## src/rtl/mem_arb_pkg.sv

```systemverilog
// rtl/mem_arb_pkg.sv - shared types and default parameters for the memory arbiter
package mem_arb_pkg;

  typedef enum logic [1:0] {IDLE, BUSY, DONE} state_t;
  typedef enum logic {OWN_I, OWN_D} owner_t;

  localparam int TIMEOUT_DEF = 255;
  localparam int D_BURST_DEF = 2;

endpackage

```

## src/rtl/mem_arbiter.sv

```systemverilog
// rtl/mem_arbiter.sv - two-port (fetch/data) arbiter onto one shared memory port
import mem_arb_pkg::*;

module mem_arbiter #(
  parameter int TIMEOUT = TIMEOUT_DEF,
  parameter int D_BURST = D_BURST_DEF
) (
  input  logic        clk,
  input  logic        reset,
  input  logic        i_req,
  input  logic [31:0] i_addr,
  output logic [31:0] i_rdata,
  output logic        i_valid,
  input  logic        d_req,
  input  logic        d_we,
  input  logic [31:0] d_addr,
  input  logic [31:0] d_wdata,
  output logic [31:0] d_rdata,
  output logic        d_valid,
  output logic        m_req,
  output logic        m_we,
  output logic [31:0] m_addr,
  output logic [31:0] m_wdata,
  input  logic [31:0] m_rdata,
  input  logic        m_ready,
  output logic        timeout_err
);

  localparam int WW = $clog2(TIMEOUT + 2);
  localparam int BW = $clog2(D_BURST + 2);
  localparam logic [WW-1:0] TIMEOUT_W = WW'(TIMEOUT);
  localparam logic [BW-1:0] D_BURST_B = BW'(D_BURST);

  state_t        state, state_n;
  owner_t        owner;
  logic [WW-1:0] wait_cnt;
  logic [BW-1:0] burst_cnt;
  logic [31:0]   addr_q, wdata_q;
  logic          we_q;
  logic          grant_d, grant_i, wait_expired;

  // D wins ties until it has used up its burst while a fetch is waiting
  always_comb begin
    state_n      = state;
    grant_d      = 1'b0;
    grant_i      = 1'b0;
    wait_expired = (wait_cnt == TIMEOUT_W);
    case (state)
      IDLE: begin
        if (d_req && !(burst_cnt == D_BURST_B && i_req)) begin
          grant_d = 1'b1;
          state_n = BUSY;
        end else if (i_req) begin
          grant_i = 1'b1;
          state_n = BUSY;
        end
      end
      BUSY:    if (m_ready || wait_expired) state_n = DONE;
      DONE:    state_n = IDLE;
      default: state_n = IDLE;
    endcase
  end

  always_ff @(posedge clk or posedge reset) begin
    if (reset) begin
      state       <= IDLE;
      owner       <= OWN_I;
      wait_cnt    <= '0;
      burst_cnt   <= '0;
      addr_q      <= '0;
      wdata_q     <= '0;
      we_q        <= 1'b0;
      i_rdata     <= '0;
      d_rdata     <= '0;
      timeout_err <= 1'b0;
    end else begin
      state <= state_n;
      if (state == IDLE) begin
        wait_cnt <= '0;
        if (grant_d) begin
          owner   <= OWN_D;
          addr_q  <= d_addr;
          we_q    <= d_we;
          wdata_q <= d_wdata;
          if (!i_req)
            burst_cnt <= '0;
          else if (burst_cnt != D_BURST_B)
            burst_cnt <= burst_cnt + BW'(1);
        end else begin
          burst_cnt <= '0;
          if (grant_i) begin
            owner   <= OWN_I;
            addr_q  <= i_addr;
            we_q    <= 1'b0;
            wdata_q <= '0;
          end
        end
      end else if (state == BUSY) begin
        // a completion in the same cycle as expiry is a normal completion
        if (m_ready) begin
          if (owner == OWN_I)
            i_rdata <= m_rdata;
          else if (!we_q)
            d_rdata <= m_rdata;
        end else if (wait_expired) begin
          timeout_err <= 1'b1;
          if (owner == OWN_I)
            i_rdata <= '0;
          else
            d_rdata <= '0;
        end else begin
          wait_cnt <= wait_cnt + WW'(1);
        end
      end
    end
  end

  assign m_req   = (state == BUSY);
  assign m_we    = (state == BUSY) && we_q;
  assign m_addr  = addr_q;
  assign m_wdata = wdata_q;
  assign i_valid = (state == DONE) && (owner == OWN_I);
  assign d_valid = (state == DONE) && (owner == OWN_D);

endmodule

```

## config.mk

```make
export PLATFORM = sky130hd
export DESIGN_NAME = mem_arbiter
export DESIGN_NICKNAME = d
export VERILOG_FILES = /design/src/rtl/mem_arb_pkg.sv /design/src/rtl/mem_arbiter.sv
export SDC_FILE = /design/constraint.sdc
export NUM_CORES = 1
export LEC_CHECK = 0
export ABC_AREA = 1
export ABC_CLOCK_PERIOD_IN_PS = 7300
export BUFFER_PORTS_ARGS = -buffer_cell sky130_fd_sc_hd__buf_4
export CELL_PAD_IN_SITES_DETAIL_PLACEMENT = 1
export CELL_PAD_IN_SITES_GLOBAL_PLACEMENT = 2
export CORE_MARGIN = 2
export CORE_UTILIZATION = 30
export CTS_BUF_LIST = sky130_fd_sc_hd__clkbuf_2 sky130_fd_sc_hd__clkbuf_4 sky130_fd_sc_hd__clkbuf_8
export DETAILED_ROUTE_END_ITERATION = 6
export PLACE_DENSITY_LB_ADDON = 0.25
export SLEW_MARGIN = 20
export SYNTH_ARGS = -nofsm -noshare
export SYNTH_HDL_FRONTEND = slang
export SYNTH_SLANG_ARGS = --single-unit
```

## constraint.sdc

```tcl
create_clock -name clk -period 7.3 [get_ports clk]
set_clock_uncertainty 0.2 [all_clocks]
set_input_delay 0.365 -clock clk [delete_from_list [all_inputs] [get_ports clk]]
set_output_delay 0.365 -clock clk [all_outputs]
set_load 0.01 [all_outputs]
```

==> results.json <==
{
  "irDropWorstVdd_v": 0.000144,
  "fin_ws_ns": 4.14,
  "min_from": "i_addr[7]",
  "ys_types": 24,
  "grt_pass1_wl_um": 35500,
  "grt_max_degree": 85,
  "cts_resized": 0,
  "ys_seq_area_frac": 0.603,
  "cts_root_buf": "clkbuf_8",
  "drtIter0Drc": 230,
  "required_ns": 7.40,
  "synthTopCellsByCount": "nand2_1 (182), dfrtp_1 (144), o21ai_0 (52)",
  "dpl.hpwl_um": 14000,
  "layout.nets": 1108,
  "synthDominantCellAreaShare": 0.603,
  "io_pins": 267,
  "rsz0062_at_grt": "no",
  "wl_per_cell_um": 17.2,
  "endpoint_kind": "register",
  "timing.setup.tns_ns": 0,
  "fp.coreArea_mm2": 0.0195,
  "gp_congestion": 0.777,
  "synth.area.top_cells": "dfrtp_1 (60%), nand2_1 (11%), a22o_1 (4.7%)",
  "worst-setup-path-type": "reg2reg",
  "relSlewSlack": 0.345,
  "post-synth-top-count-cell": "nand2_1",
  "htree_levels": 4,
  "ant_nets": 0,
  "grt_pass1_vias": 6589,
  "min_path_type": "in2reg",
  "critPathArrivalTime_ns": 3.27,
  "synth_ff_type": "dfrtp_1",
  "r2r-start": "wait_cnt[1]",
  "grt_use_total": 0.209,
  "synth_edf_count": 0,
  "drc": 0,
  "min_period_ns": 3.16,
  "overflow": 0,
  "synthArstFlopShare": 1.00,
  "cts.clk_slew.worst_paths_ns": 0.09,
  "start_util": 0.306,
  "synth_cells": 624,
  "n_antenna_cell": 0,
  "syn_area_mm2": 0.00598,
  "portBuffers": 266,
  "cp-start-kind": "register",
  "fill_cells": 2256,
  "vias": 5848,
  "viasPerCell": 4.68,
  "syn2layout_area_growth_pct": 59.2,
  "fin_crit_sh": 0.433,
  "fmax_mhz": 316,
  "ys_warn_count": 0,
  "critPathMaxFanout": 64,
  "dr.pass1.iters": 4,
  "rows": 51,
  "crit_start": "wait_cnt[1]",
  "wl_um": 21400,
  "syn_nets": 761,
  "dieHeight_um": 145,
  "p_leak_nw": 4.79,
  "clk_path_buf_depth": 2,
  "synth_seq_cells": 144,
  "drive_above_1_share": 0.325,
  "final_hold_viol_count": 0,
  "maxCapViolations": 0,
  "clkLatencyLatePin_ns": 0.44,
  "numCtsBuffers": 17,
  "setup_viol": 0,
  "dieArea_mm2": 0.0211,
  "die_width_um": 145,
  "worst_pin_slew_ns": 0.982,
  "yosys.area.top_type": "dfrtp_1",
  "p_per_area_mw_per_mm2": 360,
  "antenna_found_initial": 0,
  "clock-sinks": 144,
  "syn_area_per_cell_um2": 9.58,
  "status": "completed",
  "place_ws_ns": 3.75,
  "tritoncts": "yes",
  "maxSlewViolCount": 0
}
-- critical path, stage by stage, from the launching register on --
cell and delay, ns:
dfrtp_1 0.39, ha_1 0.19, nand2_1 0.10, nand3b_1 0.19, nor2_1 0.10, ha_1 0.18, nor2_2 0.08, nor2_4 0.67
nand2_4 0.58, nand2_1 0.21, o21ai_1 0.09
-- sequential cells by signal, indices dropped and copies added (netlist names) --
register	flops
state	2
wait_cnt	9
owner	1
i_rdata	32
burst_cnt	2
timeout_err	1
m_wdata	32
m_addr	32
d_rdata	32
we_q	1
-- worst paths after layout --
path | slack (ns) | to | cells past startpoint
min | 0.02 | m_addr[7] | 3
min reg2reg | 0.28 | d_rdata[2] | 2
max reg2reg | 4.14 | i_rdata[31] | 10
max in group asynchronous | 5.36 | d_rdata[16] | 4
min in group asynchronous | 0.35 | m_wdata[13] | 3
max | 4.14 | i_rdata[31] | 10
-- cell usage in the layout, fill, tap and decap left out --
cell           Yosys  routed
o21ai_2            3       2
inv_6              0       5
nand2_2            2       2
clkinv_4           0       4
buf_6              3       1
nor2_2             3       3
inv_2              3       3
buf_4              3     270
nand3b_1          33      33
a22o_1            32      32
nor3_1             4       4
nor3b_1            1       1
a31o_2             1       1
a21oi_1            4       4
o21ai_0           52      52
ha_1               3       3
nand3_1            4       4
clkinvlp_4         0       3
bufinv_16          0       1
o21ai_1           50      50
nor2_1            43      43
dlygate4sd3_1      0      97
o21ai_4            0       1
clkbuf_8           0      19
o22ai_1            2       2
nand2_4            0       1
dfrtp_1          144     144
clkinv_2           0       1
nand2_1          182     181
nor2_4             3       3
inv_1             15      14
-- where the power goes --
group	internal [W]	switching, W	leakage [nW]	total, W
registers	0.00111	0.000199	1.86	0.00130
clock network	0.000293	0.000335	0.190	0.000628
logic	0.000700	0.000791	2.74	0.00149
-- cells by family after synthesis --
kind of cell | count (synthesis) | share of synthesized area
fa+ha+maj | 3 | 0.00628
simple gates | 275 | 0.201
buf+inv | 58 | 0.0462
compound gates | 144 | 0.144
flops | 144 | 0.603
-- stage by stage --
stage / instances / utilization / cell area (um2) / hold WS, ns / total power [W]
global route: 1249 / 0.488 / 9520 / 0.00584 / 0.00368
finish: 1249 / 0.488 / 9520 / 0.0224 / 0.00342
global placement: 1120 / 0.417 / 8150 / 0.260 / 0.00267
detailed placement: 1120 / 0.417 / 8150 / 0.265 / 0.00273
CTS: 1248 / 0.487 / 9500 / 0.000825 / 0.00345
floorplan: 624 / - / 5980 / 0.256 / 0.00199
-- cell type report --
cell class              count  area (um2)  area share
repair buffers            368        3010       0.316
inverters                  18        72.6     0.00762
flip-flops and latches    144        3600       0.378
well taps                 265         332      0.0348
clock inverters            13         128      0.0134
multi-input cells         422        2120       0.222
clock buffers              19         262      0.0275
-- routing by layer --
| layer | GRT usage | vias up | share of wire |
|---|---|---|---|
| li1 | - | 2754 | - |
| met1 | 0.257 | 2866 | 0.42 |
| met2 | 0.349 | 202 | 0.49 |
| met3 | 0.0711 | 26 | 0.075 |
| met4 | 0.0618 | 0 | 0.018 |
| met5 | 0 | - | 0 |
-- what timing repair did --
item                      in CTS  in global routing
setup buffers                  0                  0
hold endpoints to repair     147                  1
hold buffers                  96                  1
No activity file was read; power rests on OpenSTA's default activity.
